**src/rtl/spmv_pkg.sv**
```systemverilog
// Shared SpMV types and row-FIFO entry layout, common to the row FIFO writer
// and the row_fifo_reader consumer.
package spmv_pkg;

    typedef enum logic [1:0] {
        IDLE = 2'd0,
        ACC  = 2'd1,
        EMIT = 2'd2,
        FIN  = 2'd3
    } row_rd_state_t;

    // Entry layout for the default 32-bit FIFO: {row_last, signed product}
    localparam int SPMV_DATA_WIDTH = 32;
    localparam int ROW_LAST_BIT    = SPMV_DATA_WIDTH - 1;
    localparam int VAL_MSB         = SPMV_DATA_WIDTH - 2;

endpackage

```
**src/rtl/row_fifo_reader_if.sv**
```systemverilog
// Row FIFO read port plus row-sum result stream; master is the reader side.
interface row_fifo_reader_if #(
    parameter int DATA_WIDTH = 32,
    parameter int ACC_WIDTH  = 40,
    parameter int ROW_WIDTH  = 16
);
    logic                  fifo_empty;
    logic                  fifo_rd_en;
    logic [DATA_WIDTH-1:0] fifo_data;
    logic                  out_valid;
    logic                  out_ready;
    logic [ROW_WIDTH-1:0]  out_row;
    logic [ACC_WIDTH-1:0]  out_sum;

    modport master (
        input  fifo_empty, fifo_data, out_ready,
        output fifo_rd_en, out_valid, out_row, out_sum
    );

    modport slave (
        output fifo_empty, fifo_data, out_ready,
        input  fifo_rd_en, out_valid, out_row, out_sum
    );
endinterface

```
**src/rtl/row_acc_add.sv**
```systemverilog
// Sign-extending accumulate adder with two's-complement overflow detect.
module row_acc_add #(
    parameter int VAL_WIDTH = 31,
    parameter int ACC_WIDTH = 40
) (
    input  logic [ACC_WIDTH-1:0] acc,
    input  logic [VAL_WIDTH-1:0] val,
    output logic [ACC_WIDTH-1:0] sum,
    output logic                 ovf
);
    logic [ACC_WIDTH-1:0] val_ext;

    assign val_ext = ACC_WIDTH'($signed(val));
    assign sum     = acc + val_ext;
    // Same-sign operands producing an opposite-sign result means the add wrapped
    assign ovf     = (acc[ACC_WIDTH-1] == val_ext[ACC_WIDTH-1]) &&
                     (sum[ACC_WIDTH-1] != acc[ACC_WIDTH-1]);
endmodule

```
**src/rtl/row_fifo_reader.sv**
```systemverilog
// Row FIFO consumer: accumulates signed partial products per matrix row and
// hands one sum per row to the y-vector writeback stage.
module row_fifo_reader
    import spmv_pkg::*;
#(
    parameter int DATA_WIDTH = 32,
    parameter int ACC_WIDTH  = 40,
    parameter int ROW_WIDTH  = 16
) (
    input  logic                 clk,
    input  logic                 reset,
    input  logic                 start,
    input  logic [ROW_WIDTH-1:0] num_rows,
    row_fifo_reader_if.master    bus,
    output logic                 busy,
    output logic                 done,
    output logic                 overflow
);
    localparam int                   VAL_WIDTH = DATA_WIDTH - 1;
    localparam logic [ROW_WIDTH-1:0] ROW_ONE   = ROW_WIDTH'(1);

    row_rd_state_t        state_q, state_d;
    logic [ACC_WIDTH-1:0] acc_q, acc_d;
    logic [ACC_WIDTH-1:0] sum_q, sum_d;
    logic [ROW_WIDTH-1:0] row_q, row_d;
    logic [ROW_WIDTH-1:0] nrows_q, nrows_d;
    logic                 valid_q, valid_d;
    logic                 ovf_q, ovf_d;

    logic                 pop;
    logic                 entry_last;
    logic                 handshake;
    logic                 last_row;
    logic [ACC_WIDTH-1:0] add_sum;
    logic                 add_ovf;

    assign entry_last = bus.fifo_data[DATA_WIDTH-1];
    assign handshake  = valid_q && bus.out_ready;
    assign last_row   = (row_q == (nrows_q - ROW_ONE));

    row_acc_add #(
        .VAL_WIDTH (VAL_WIDTH),
        .ACC_WIDTH (ACC_WIDTH)
    ) u_add (
        .acc (acc_q),
        .val (bus.fifo_data[DATA_WIDTH-2:0]),
        .sum (add_sum),
        .ovf (add_ovf)
    );

    always_ff @(posedge clk or negedge reset) begin
        if (!reset) state_q <= IDLE;
        else        state_q <= state_d;
    end

    always_comb begin
        state_d = state_q;
        case (state_q)
            IDLE:    if (start) state_d = (num_rows != '0) ? ACC : FIN;
            ACC:     if (pop && entry_last) state_d = EMIT;
            EMIT:    if (handshake) state_d = last_row ? FIN : ACC;
            FIN:     state_d = IDLE;
            default: state_d = IDLE;
        endcase
    end

    // Read enable is combinational so the FIFO pops on the same edge that
    // folds its head entry into the accumulator.
    always_comb begin
        pop            = (state_q == ACC) && !bus.fifo_empty;
        bus.fifo_rd_en = pop;
        busy           = (state_q != IDLE);
        done           = (state_q == FIN);
    end

    always_comb begin
        acc_d   = acc_q;
        sum_d   = sum_q;
        row_d   = row_q;
        nrows_d = nrows_q;
        valid_d = valid_q;
        ovf_d   = ovf_q;
        case (state_q)
            IDLE: begin
                if (start) begin
                    nrows_d = num_rows;
                    row_d   = '0;
                    acc_d   = '0;
                    ovf_d   = 1'b0;
                end
            end
            ACC: begin
                if (pop) begin
                    acc_d = add_sum;
                    if (add_ovf) ovf_d = 1'b1;
                    if (entry_last) begin
                        sum_d   = add_sum;
                        acc_d   = '0;
                        valid_d = 1'b1;
                    end
                end
            end
            EMIT: begin
                if (handshake) begin
                    valid_d = 1'b0;
                    if (!last_row) row_d = row_q + ROW_ONE;
                end
            end
            default: ;
        endcase
    end

    always_ff @(posedge clk or negedge reset) begin
        if (!reset) begin
            acc_q   <= '0;
            sum_q   <= '0;
            row_q   <= '0;
            nrows_q <= '0;
            valid_q <= 1'b0;
            ovf_q   <= 1'b0;
        end else begin
            acc_q   <= acc_d;
            sum_q   <= sum_d;
            row_q   <= row_d;
            nrows_q <= nrows_d;
            valid_q <= valid_d;
            ovf_q   <= ovf_d;
        end
    end

    assign bus.out_valid = valid_q;
    assign bus.out_sum   = sum_q;
    assign bus.out_row   = row_q;
    assign overflow      = ovf_q;

endmodule

```
**src/flat_wrapper.sv**
```systemverilog
// flat-port wrapper written by rule: the top's interface ports become plain ports
module row_fifo_reader_flat import spmv_pkg::*;
#(
    parameter int DATA_WIDTH = 32,
    parameter int ACC_WIDTH  = 40,
    parameter int ROW_WIDTH  = 16
)
  (clk, reset, start, num_rows, busy, done, overflow, bus_fifo_empty, bus_fifo_data, bus_out_ready, bus_fifo_rd_en, bus_out_valid, bus_out_row, bus_out_sum);
  row_fifo_reader_if #(.DATA_WIDTH(DATA_WIDTH), .ACC_WIDTH(ACC_WIDTH), .ROW_WIDTH(ROW_WIDTH)) bus_i ();
  input  logic clk;
  input  logic reset;
  input  logic start;
  input  logic [ROW_WIDTH-1:0] num_rows;
  output logic busy;
  output logic done;
  output logic overflow;
  input wire logic [$bits(bus_i.fifo_empty)-1:0] bus_fifo_empty;
  input wire logic [$bits(bus_i.fifo_data)-1:0] bus_fifo_data;
  input wire logic [$bits(bus_i.out_ready)-1:0] bus_out_ready;
  output wire logic [$bits(bus_i.fifo_rd_en)-1:0] bus_fifo_rd_en;
  output wire logic [$bits(bus_i.out_valid)-1:0] bus_out_valid;
  output wire logic [$bits(bus_i.out_row)-1:0] bus_out_row;
  output wire logic [$bits(bus_i.out_sum)-1:0] bus_out_sum;
  assign bus_i.fifo_empty = bus_fifo_empty;
  assign bus_i.fifo_data = bus_fifo_data;
  assign bus_i.out_ready = bus_out_ready;
  assign bus_fifo_rd_en = bus_i.fifo_rd_en;
  assign bus_out_valid = bus_i.out_valid;
  assign bus_out_row = bus_i.out_row;
  assign bus_out_sum = bus_i.out_sum;
  row_fifo_reader #(.DATA_WIDTH(DATA_WIDTH), .ACC_WIDTH(ACC_WIDTH), .ROW_WIDTH(ROW_WIDTH)) u_core (.clk(clk), .reset(reset), .start(start), .num_rows(num_rows), .bus(bus_i), .busy(busy), .done(done), .overflow(overflow));
endmodule
```
**config.mk**
```make
export PLATFORM = sky130hd
export DESIGN_NAME = row_fifo_reader_flat
export DESIGN_NICKNAME = d
export VERILOG_FILES = /design/src/rtl/spmv_pkg.sv /design/src/rtl/row_fifo_reader_if.sv /design/src/rtl/row_acc_add.sv /design/src/rtl/row_fifo_reader.sv /design/src/flat_wrapper.sv
export SDC_FILE = /design/constraint.sdc
export NUM_CORES = 1
export LEC_CHECK = 0
export BUFFER_PORTS_ARGS = -buffer_cell sky130_fd_sc_hd__buf_2
export CAP_MARGIN = 0
export CORE_ASPECT_RATIO = 0.6
export CORE_MARGIN = 3
export CORE_UTILIZATION = 63
export DETAILED_ROUTE_END_ITERATION = 12
export GPL_ROUTABILITY_DRIVEN = 0
export PLACE_DENSITY = 0.86
export SYNTH_ARGS = -nofsm -noshare
export SYNTH_HDL_FRONTEND = slang
export SYNTH_HIERARCHICAL = 1
export SYNTH_SLANG_ARGS = --single-unit
```
**constraint.sdc**
```tcl
create_clock -name clk -period 7.86 [get_ports clk]
set_clock_uncertainty 0.2 [all_clocks]
set_input_delay 1.572 -clock clk [delete_from_list [all_inputs] [get_ports clk]]
set_output_delay 1.572 -clock clk [all_outputs]
set_load 0.03 [all_outputs]
```
==> metrics.md, run 1 <==
| Metric | Value |
|---|---|
| Maximum fanout encountered on the critical timing path | `3` |
| Syn Std Cell Area | `0.00769 mm2` |
| Antenna fix cells | `0` |
| Total number of H-tree levels | `4` |
| Setup Total Neg Slack | `0 ns` |
| I/O Pins | `114` |
| Fin worst setup slack | `3.39 ns` |
| Area share of the largest cell type after synthesis | `0.377` |
| Clock latency of the later-clocked register in the worst-skew pair | `0.42 ns` |
| Power per Cell Area | `377 mW/mm2` |
| Worst path arrival time | `4.57 ns` |
| Cell with the most instances after synthesis | `sky130_fd_sc_hd__nand2_1` |
| Actual transition at the worst max-transition pin | `1.18 ns` |
| Global-route wire length before repair | `34,900 um` |
| CTS clk-pin slew, worst paths | `0.05 ns` |
| Max rail drop VDD | `203 uV` |
| Core Region | `0.0116 mm2` |
| Sort of element at the end of the critical path | `flop` |
| Max Cap Violations | `0` |
| Drt first-iter violations | `890` |
| Final Slew Violations | `0` |
| Final critical-path required period | `4.47 ns` |
| Number of hold violations in the final report | `0` |
| Startpoint-to-endpoint class of the critical path | `in2reg` |
| Final cell utilization of the core | `0.765` |
| HPWL after DPL | `15,200 um` |
| CP Data Required Time | `7.96 ns` |
| Final-stage net count | `1,064` |
| Dominant cells by area after synthesis | `sky130_fd_sc_hd__dfrtp_1, sky130_fd_sc_hd__nand2_1, sky130_fd_sc_hd__ha_1` |
| Detailed-route wire length | `21,200 um` |
| Fraction of the cycle the final worst path needs | `0.569` |
| Pin count of the biggest net entering global routing | `81` |
| Synth-to-layout area growth | `15.3%` |
| DRC viols | `0` |
| Worst hold path type | `reg2reg` |
| Synth Net Count | `973` |
| Startpoint class of the critical path | `primary input` |
| Overall Global Routing Usage | `0.319` |
| Starting density of the core | `0.663` |
| TritonCTS clock tree | `built` |
| Slew HR | `0.212` |
| Number of clock buffers inserted by TritonCTS | `17` |
| Input/output buffers | `113` |
| Die Width | `149 um` |
| WL/cell | `18.5 um` |
| Vias in the first global route | `6,646` |
| Buffers inserted by post-CTS timing repair | `0` |
| Area post-placement | `0.00830 mm2` |
| Remaining antenna violation count | `0` |
| Portion of the post-synthesis area used by sequential elements | `0.377` |
| Syn Area/Cell | `8.76 um2` |
| RSZ-0062 raised after global routing | `no` |
| Standard-cell rows | `30` |
| DP Worst Slack | `3.08 ns` |
| Number of antenna violations at the first check in global routing | `0` |
| First-pass iteration count of the detailed router | `5` |
| Worst hold margin | `0.291 ns` |
| Distinct cells, synth | `70` |
| Count of hold-fix buffers inserted at cts | `0` |
| Height of the die | `91.6 um` |
| Post-route cell area | `0.00887 mm2` |
| Clk buf depth | `2` |
| Status | `completed` |
| Highest Clock Rate | `224 MHz` |
| # setup viols final | `0` |
| Total die area | `0.0136 mm2` |
| Static power due to leakage | `4.09 nW` |
| # clock sinks | `116` |
| Number of warnings issued by yosys | `6` |
| FF+latch count, synth | `116` |
| Fraction of layout instances using a drive strength above 1 | `0.217` |
| Root buffer cell | `sky130_fd_sc_hd__clkbuf_16` |
| Main synth FF type | `sky130_fd_sc_hd__dfrtp_1` |
| Number of cells upsized or downsized after cts | `0` |
| Via-per-instance ratio | `6.32` |
| Synth top cells by count | `sky130_fd_sc_hd__nand2_1, sky130_fd_sc_hd__dfrtp_1, sky130_fd_sc_hd__o21ai_0, sky130_fd_sc_hd__a21oi_1, sky130_fd_sc_hd__nor2_1` |
| Post-synthesis async set-or-reset flop share | `1.00` |
| Number of enable-type register cells in the synthesized netlist | `0` |
| Total number of vias | `7,206` |
| Overflow after GRT | `0` |
| Synth area leader | `sky130_fd_sc_hd__dfrtp_1` |
| Post-synthesis cell count | `878` |
## metrics by stage
| stage | instances | power, mW |
|---|---|---|
| 2_1_floorplan | 878 | 2.12 |
| 3_3_place_gp | 1110 | 2.50 |
| 3_5_place_dp | 1110 | 2.54 |
| 4_1_cts | 1141 | 3.32 |
| 5_1_grt | 1141 | 3.54 |
| 6_report | 1141 | 3.34 |
## kinds of logic after synthesis
group                      count (synthesis)  share of synthesized area
buffers and inverters                     62                     0.0345
and+or+nand+nor                          329                      0.200
muxes                                     43                     0.0626
xor gates and xnor gates                  58                     0.0660
DFF                                      116                      0.377
AOI/OAI and AO/OA                        228                      0.190
adders and majority gates                 42                     0.0693
## cell type report
type	instances	area, um2
clock inverter	10	108
multi-input combinational	700	4540
tap	160	200
sequential	116	2900
fill	844	2730
clock buffer	21	460
inverter	17	63.8
timing repair buffer	117	598
## power breakdown
| part | switching [mW] | total, mW | internal [mW] |
|---|---|---|---|
| clock | 0.276 | 0.754 | 0.478 |
| combinational | 1.02 | 1.59 | 0.571 |
| sequential | 0.195 | 1.00 | 0.808 |
## sequential cells by signal, summed over array words and instances (netlist names)
register / count
u_core/acc_q: 40
u_core/bus.out_sum: 40
u_core/bus.out_row: 16
u_core/nrows_q: 16
u_core/state_q: 2
u_core/bus.out_valid: 1
u_core/overflow: 1
## final timing paths
path / start / end / slack [ns] / cells after the start
setup / recovery: bus_fifo_data[0] / u_core/bus.out_sum[36] / 3.39 / 12
hold / removal: u_core/acc_q[0] / u_core/acc_q[0] / 0.29 / 2
setup reg to reg: u_core/acc_q[0] / u_core/bus.out_sum[36] / 4.24 / 11
hold reg to reg: u_core/acc_q[0] / u_core/acc_q[0] / 0.29 / 2
max in group asynchronous: reset / u_core/acc_q[5] / 5.23 / 2
min in group asynchronous: reset / u_core/bus.out_sum[16] / 1.05 / 1
## layer usage
layer  global-route usage  routed length, um  up-vias
li1                     -                  -     3339
met1                0.510              10100     3392
met2                0.422               8350      448
met3               0.0848               2500       27
met4               0.0769                203        0
met5                    0                  0        -
## worst max-delay path, stage by stage
cell                        delay (ns)
sky130_fd_sc_hd__buf_2            0.10
sky130_fd_sc_hd__ha_1             0.21
sky130_fd_sc_hd__fa_1             0.44
sky130_fd_sc_hd__a211oi_1         0.43
sky130_fd_sc_hd__nor4_1           0.11
sky130_fd_sc_hd__nor2_1           0.20
sky130_fd_sc_hd__a21oi_2          0.10
sky130_fd_sc_hd__o41ai_2          0.44
sky130_fd_sc_hd__o2111ai_2        0.23
sky130_fd_sc_hd__a221oi_2         0.31
sky130_fd_sc_hd__xnor2_1          0.12
sky130_fd_sc_hd__mux2_2           0.28
## layout by cell type, fill, tap and decap left out, types with 5 or more instances in the layout
cell,instances
sky130_fd_sc_hd__nand3_1,16
sky130_fd_sc_hd__or3_1,9
sky130_fd_sc_hd__a21oi_2,8
sky130_fd_sc_hd__a21o_1,19
sky130_fd_sc_hd__nor3_1,12
sky130_fd_sc_hd__mux2_2,41
sky130_fd_sc_hd__xnor2_1,39
sky130_fd_sc_hd__buf_2,112
sky130_fd_sc_hd__nand2_1,167
sky130_fd_sc_hd__or4_1,11
sky130_fd_sc_hd__ha_1,41
sky130_fd_sc_hd__nand2b_1,6
sky130_fd_sc_hd__clkbuf_16,17
sky130_fd_sc_hd__o21bai_1,8
sky130_fd_sc_hd__buf_4,5
sky130_fd_sc_hd__a31oi_1,5
sky130_fd_sc_hd__dfrtp_1,116
sky130_fd_sc_hd__nand4_1,19
sky130_fd_sc_hd__and3_1,8
sky130_fd_sc_hd__inv_1,17
sky130_fd_sc_hd__nor2_1,42
sky130_fd_sc_hd__o21ai_2,5
sky130_fd_sc_hd__a21oi_1,55
sky130_fd_sc_hd__nor4_1,13
sky130_fd_sc_hd__o21ai_1,5
sky130_fd_sc_hd__xor2_1,19
sky130_fd_sc_hd__o31ai_1,6
sky130_fd_sc_hd__nor2b_1,6
sky130_fd_sc_hd__o21ai_0,76
sky130_fd_sc_hd__clkinv_2,5
sky130_fd_sc_hd__a211oi_1,7
Note: power is estimated with default switching activity, not from simulation.
==> run 2: changes to the inputs <==
Settings changed: CORE_UTILIZATION 63 to 53, PLACE_DENSITY 0.86 to 0.77.
Clock period 7.86 ns to 3.8 ns, I/O delays scaled along.
==> metrics.md, run 2 (synthesized netlist as in run 1, its figures left out) <==
| Metric | Value |
|---|---|
| Total number of H-tree levels | `4 (unchanged)` |
| Area taken by multi-input logic gates | `0.00454 mm2 (unchanged)` |
| Number of clock buffers inserted by TritonCTS | `17 (unchanged)` |
| Number of hold violations in the final report | `0 (unchanged)` |
| Remaining antenna violation count | `0 (unchanged)` |
| DRC viols | `0 (unchanged)` |
| TritonCTS clock tree | `built` |
| Clock latency of the later-clocked register in the worst-skew pair | `0.41 ns (about the same)` |
| RSZ-0062 raised after global routing | `no` |
| CTS clk-pin slew, worst paths | `0.05 ns (about the same)` |
| Buffers inserted by post-CTS timing repair | `0 (unchanged)` |
| CP cell instances | `buf_2 -> ha_1 -> fa_1 -> a211oi_1 -> buf_4 -> nor4_1 -> nor2_1 -> a21oi_2 -> o41ai_2 -> o2111ai_2 -> a221oi_2 -> xnor2_1 -> mux2_2` |
| Final critical-path required period | `3.54 ns` |
| HPWL after DPL | `15,300 um (+0.70%)` |
| Standard-cell rows | `33 (+10%)` |
| Sequential fraction of design power | `0.296 (-0.004)` |
| Startpoint-to-endpoint class of the critical path | `in2reg` |
| Power per Cell Area | `767 mW/mm2 (+100%)` |
| Vias in the first global route | `6,328 (-4.8%)` |
| Number of cells upsized or downsized after cts | `0 (unchanged)` |
| Family with the most delay on the worst path | `compound AO/OA/AOI/OAI gates` |
| Drt first-iter violations | `716 (-20%)` |
| Gate power share | `0.476 (about the same)` |
| Clock power share | `0.228 (+0.003)` |
| I/O Pins | `114 (unchanged)` |
| Synth-to-layout area growth | `17.8%` |
| Internal power summed over all cells | `3.92 mW (+110%)` |
| Fraction of layout instances using a drive strength above 1 | `0.229 (+0.0120)` |
| Pin count of the biggest net entering global routing | `81 (unchanged)` |
| Highest Clock Rate | `283 MHz` |
| Total number of vias | `7,002 (-2.8%)` |
| Fraction of the cycle the final worst path needs | `0.931` |
| Count of hold-fix buffers inserted at cts | `0 (unchanged)` |
| Max Cap Violations | `0 (unchanged)` |
| Antenna fix cells | `0 (unchanged)` |
| Maximum fanout encountered on the critical timing path | `3 (unchanged)` |
| Worst hold path type | `in2async` |
| Clk buf depth | `2 (unchanged)` |
| Number of antenna violations at the first check in global routing | `0 (unchanged)` |
| CP peak stage delay | `0.46 ns (+0.02 ns)` |
| Final Slew Violations | `0 (unchanged)` |
| Overall Global Routing Usage | `0.260 (-0.0587)` |
| Final-stage net count | `1,078 (+1.3%)` |
| Via-per-instance ratio | `5.90 (-6.6%)` |
| Slew HR | `0.475 (+0.263)` |
| Height of the die | `99.3 um (+8.4%)` |
| Sort of element at the end of the critical path | `flop` |
| Core Region | `0.0139 mm2 (+20%)` |
| WL/cell | `17.5 um (-5.7%)` |
| Leading cell type in the layout, fill and taps excluded | `sky130_fd_sc_hd__nand2_1` |
| Global-route wire length before repair | `33,600 um (-3.5%)` |
| # setup viols final | `0 (unchanged)` |
| Fillers | `1,170 (+39%)` |
| Power dissipated by switching net loads | `3.03 mW (+100%)` |
| Highest-count cells in the layout ignoring fill and taps | `sky130_fd_sc_hd__nand2_1, sky130_fd_sc_hd__dfrtp_1, sky130_fd_sc_hd__buf_2, sky130_fd_sc_hd__o21ai_0, sky130_fd_sc_hd__a21oi_1` |
| CP Data Required Time | `3.89 ns (-4.07 ns)` |
| Post-route total power | `6.95 mW (+110%)` |
| Switching portion of total power | `0.436 (-0.00883)` |
| Area of all sequential standard cells | `0.00290 mm2 (unchanged)` |
| Slowest stage cell on the critical path | `sky130_fd_sc_hd__o41ai_2` |
| Total die area | `0.0160 mm2 (+18%)` |
| Die Width | `162 um (+8.7%)` |
| # clock sinks | `116 (unchanged)` |
| Root buffer cell | `sky130_fd_sc_hd__clkbuf_16` |
| Max rail drop VDD | `482 uV (+140%)` |
| Overflow after GRT | `0 (unchanged)` |
| Actual transition at the worst max-transition pin | `0.788 ns (-0.394 ns)` |
| Worst path arrival time | `3.63 ns (-0.94 ns)` |
| Detailed-route wire length | `20,800 um (-1.9%)` |
| First-pass iteration count of the detailed router | `6 (+1)` |
| Count of buffering cells on the critical path with inverters included | `2 (+1)` |
| Input/output buffers | `113 (unchanged)` |
| Starting density of the core | `0.553 (-0.110)` |
| Startpoint class of the critical path | `primary input` |
| Static power due to leakage | `4.17 nW (+1.9%)` |
| Worst hold margin | `0.226 ns (-0.0650 ns)` |
| Status | `completed` |
==> run 2: per-stage QoR <==
stage	utilization	worst slack [ns]	cells	TNS (ns)	area, um2
3_3_place_gp	0.609	-0.0564	1156	-0.0694	8470
2_1_floorplan	-	0.318	878	0	7690
4_1_cts	0.651	0.278	1187	0	9060
3_5_place_dp	0.609	-0.138	1156	-0.326	8470
5_1_grt	0.651	0.0873	1187	0	9060
6_report	0.651	0.261	1187	0	9060
==> run 2: metal layers <==
| layer | track usage | wire, um | vias up |
|---|---|---|---|
| met2 | 0.333 | 7890 | 315 |
| met4 | 0.0595 | 179 | 0 |
| li1 | - | - | 3378 |
| met1 | 0.430 | 10800 | 3295 |
| met3 | 0.0637 | 1940 | 14 |
| met5 | 0 | 0 | - |
==> run 2: area by class of cell <==
| cell class | instances | area share |
|---|---|---|
| multi-input cells | 700 | 0.500 |
| flip-flops and latches | 116 | 0.320 |
| repair buffers | 131 | 0.0803 |
| clock buffers | 25 | 0.0580 |
| well taps | 192 | 0.0265 |
| clock inverters | 6 | 0.00745 |
| inverters | 17 | 0.00704 |
==> run 2: final timing paths <==
| path | from | end | slack (ns) | cells after the start |
|---|---|---|---|---|
| max | bus_fifo_data[0] | u_core/bus.out_sum[36] | 0.26 | 13 |
| min | reset | u_core/bus.out_sum[17] | 0.23 | 1 |
| max reg2reg | u_core/acc_q[0] | u_core/bus.out_sum[36] | 0.29 | 12 |
| min reg2reg | u_core/acc_q[37] | u_core/acc_q[37] | 0.29 | 2 |
| max in group asynchronous | reset | u_core/bus.out_sum[35] | 2.45 | 2 |
| min in group clk | u_core/acc_q[37] | u_core/acc_q[37] | 0.29 | 2 |
==> run 2: power by group through the flow <==
stage	Clock (mW)	Combinational, mW	Sequential [mW]
after floorplan	0	2.00	2.39
after global placement	0	3.19	2.04
after detailed placement	0	3.26	2.06
after CTS	1.60	3.28	2.05
after global routing	1.67	3.61	2.11
final	1.58	3.31	2.06
==> run 3: changes to the inputs <==
--- a/config.mk
+++ b/config.mk
@@ -10,3 +10,2 @@
 export CORE_ASPECT_RATIO = 0.6
-export CORE_MARGIN = 3
 export CORE_UTILIZATION = 53
@@ -15,2 +14,3 @@
 export PLACE_DENSITY = 0.77
+export SLEW_MARGIN = 20
 export SYNTH_ARGS = -nofsm -noshare
==> constraint.sdc (replaced) <==
create_clock -name clk -period 3.8 [get_ports clk]
set_clock_uncertainty 0.2 [all_clocks]
set_input_delay 0.38 -clock clk [delete_from_list [all_inputs] [get_ports clk]]
set_output_delay 0.38 -clock clk [all_outputs]
set_load 0.03 [all_outputs]
==> metrics.md, run 3 (synthesized netlist as in run 1, its figures left out) <==
| Metric | Value |
|---|---|
| Status | `completed` |
| # clock sinks | `116 (unchanged)` |
| Total number of H-tree levels | `4 (unchanged)` |
| Slowest stage cell on the critical path | `sky130_fd_sc_hd__fa_1` |
| Max Cap Violations | `0 (unchanged)` |
| Global-route wire length before repair | `33,700 um (about the same)` |
| Leading cell type in the layout, fill and taps excluded | `sky130_fd_sc_hd__nand2_1` |
| Clock latency of the later-clocked register in the worst-skew pair | `0.41 ns (about the same)` |
| Height of the die | `95.3 um (-4.0%)` |
| Global-route met3 utilization | `0.0673 (+0.00360)` |
| WL/cell | `17.4 um (-0.35%)` |
| Slew HR | `0.521 (+0.0467)` |
| CTS clk-pin slew, worst paths | `0.06 ns (about the same)` |
| CP cell instances | `ha_1 -> fa_1 -> a211oi_1 -> nor4_1 -> nor2_1 -> a21oi_2 -> o41ai_2 -> o2111ai_2 -> a221oi_2 -> xnor2_1 -> mux2_2` |
| Number of clock buffers inserted by TritonCTS | `17 (unchanged)` |
| Met2 Resource Use GR | `0.383 (+0.0502)` |
| Drt first-iter violations | `704 (-1.7%)` |
| Count of hold-fix buffers inserted at cts | `14 (+14)` |
| Remaining antenna violation count | `0 (unchanged)` |
| Most Crowded Layer GR | `met1` |
| Fillers | `1,167 (-0.26%)` |
| Total number of vias | `7,164 (+2.3%)` |
| Layout Cells excl Fill | `1,193 (+0.51%)` |
| Highest Clock Rate | `282 MHz (-0.11%)` |
| CP Data Required Time | `3.89 ns (about the same)` |
| Setup Total Neg Slack | `0 ns (unchanged)` |
| Maximum fanout encountered on the critical timing path | `3 (unchanged)` |
| DP Worst Slack | `0.207 ns (+0.345 ns)` |
| Startpoint class of the critical path | `flop` |
| I/O Pins | `114 (unchanged)` |
| Overflow after GRT | `0 (unchanged)` |
| Root buffer cell | `sky130_fd_sc_hd__clkbuf_16` |
| First-pass iteration count of the detailed router | `5 (-1)` |
| GR Util met1 | `0.470 (+0.0396)` |
| TritonCTS clock tree | `built` |
| Overall Global Routing Usage | `0.292 (+0.0316)` |
| Clk buf depth | `2 (unchanged)` |
| Via-per-instance ratio | `6.01 (+1.8%)` |
| Worst path arrival time | `3.64 ns (about the same)` |
| Core Region | `0.0139 mm2 (unchanged)` |
| Final-stage net count | `1,083 (+0.46%)` |
| Detailed-route wire length | `20,800 um (+0.15%)` |
| Power per Cell Area | `765 mW/mm2 (-0.25%)` |
| Worst hold path type | `in2reg` |
| Startpoint-to-endpoint class of the critical path | `reg2reg` |
| Highest-count cells in the layout ignoring fill and taps | `sky130_fd_sc_hd__nand2_1, sky130_fd_sc_hd__dfrtp_1, sky130_fd_sc_hd__buf_2, sky130_fd_sc_hd__o21ai_0, sky130_fd_sc_hd__a21oi_1` |
| Number of hold violations in the final report | `0 (unchanged)` |
| Max rail drop VDD | `457 uV (-5.2%)` |
| Total die area | `0.0150 mm2 (-6.4%)` |
| CP peak stage delay | `0.44 ns (-0.02 ns)` |
| Actual transition at the worst max-transition pin | `0.718 ns (-0.0701 ns)` |
| Die Width | `158 um (-2.5%)` |
| Synth-to-layout area growth | `18.8%` |
| DRC viols | `0 (unchanged)` |
| Area post-placement | `0.00839 mm2 (-0.95%)` |
| Vias in the first global route | `6,345 (+0.27%)` |
| HPWL after DPL | `15,100 um (-1.6%)` |
| Final critical-path required period | `3.54 ns (+0.00398 ns)` |
| Fraction of layout instances using a drive strength above 1 | `0.221 (-0.00837)` |
| Pin count of the biggest net entering global routing | `81 (unchanged)` |
| Placed Cells incl. Taps | `1,147 (-0.78%)` |
| Number of instances on the worst hold path | `3` |
| Sort of element at the end of the critical path | `flop` |
| Number of antenna violations at the first check in global routing | `0 (unchanged)` |
| Static power due to leakage | `4.19 nW (+0.59%)` |
| R2r worst-path depth | `11 (-1)` |
| Post-route cell area | `0.00914 mm2 (+0.81%)` |
| # setup viols final | `0 (unchanged)` |
| Final Slew Violations | `0 (unchanged)` |
| Standard-cell rows | `33 (unchanged)` |
| Fraction of the cycle the final worst path needs | `0.932 (+0.00105)` |
| Fin worst setup slack | `0.257 ns (-0.00398 ns)` |
| Starting density of the core | `0.553 (unchanged)` |
| Buffers inserted by post-CTS timing repair | `0 (unchanged)` |
| Critical path depth in cells | `11 (-2)` |
| Input/output buffers | `113 (unchanged)` |
| Antenna fix cells | `0 (unchanged)` |
| Family with the most delay on the worst path | `compound AO/OA/AOI/OAI gates` |
| RSZ-0062 raised after global routing | `no` |
| Number of cells upsized or downsized after cts | `0 (unchanged)` |
| Count of buffering cells on the critical path with inverters included | `0 (-2)` |
==> run 3: through the flow <==
step	power (mW)	utilization	hold WS, ns
2_1_floorplan	4.39	-	-0.116
3_3_place_gp	5.18	0.603	0.231
3_5_place_dp	5.28	0.603	0.238
4_1_cts	6.95	0.657	0.00373
5_1_grt	7.41	0.657	0.0163
6_report	6.99	0.657	0.0149
==> run 3: worst paths after layout <==
path	start	slack, ns	to
max	u_core/acc_q[0]	0.26	u_core/bus.out_sum[36]
min	num_rows[12]	0.01	u_core/nrows_q[12]
max reg2reg	u_core/acc_q[0]	0.26	u_core/bus.out_sum[36]
min reg2reg	u_core/acc_q[8]	0.29	u_core/acc_q[8]
max in group asynchronous	reset	2.27	u_core/nrows_q[12]
min in group asynchronous	reset	0.34	u_core/acc_q[17]
==> run 3: metal layers <==
metal | up-vias | wire length [um] | share of wire
li1 | 3383 | - | -
met1 | 3435 | 10800 | 0.52
met2 | 327 | 7980 | 0.38
met3 | 19 | 1780 | 0.086
met4 | 0 | 184 | 0.0088
met5 | - | 0 | 0
==> run 3: worst reg2reg max path, delay by kind of cell (launching register included) <==
family / cells / cell delay, ns
AO/OA/AOI/OAI: 5 / 1.43
adder cells (fa/ha/maj): 2 / 0.69
flip-flops: 1 / 0.38
AND/OR/NAND/NOR: 2 / 0.34
multiplexers: 1 / 0.27
XOR/XNOR: 1 / 0.12
==> run 3: area by class of cell <==
cell class	count	area, um2	area share
Multi-Input combinational cell	700	4540	0.496
Sequential cell	116	2900	0.318
Timing Repair Buffer	136	788	0.0863
Clock buffer	21	480	0.0526
Tap cell	192	240	0.0263
Clock inverter	11	126	0.0138
Inverter	17	63.8	0.00698
==> run 3: report_power, final <==
| group | switching [mW] | internal (mW) |
|---|---|---|
| logic | 2.10 | 1.21 |
| clock network | 0.592 | 1.03 |
| registers | 0.387 | 1.67 |
| total | 3.08 | 3.92 |
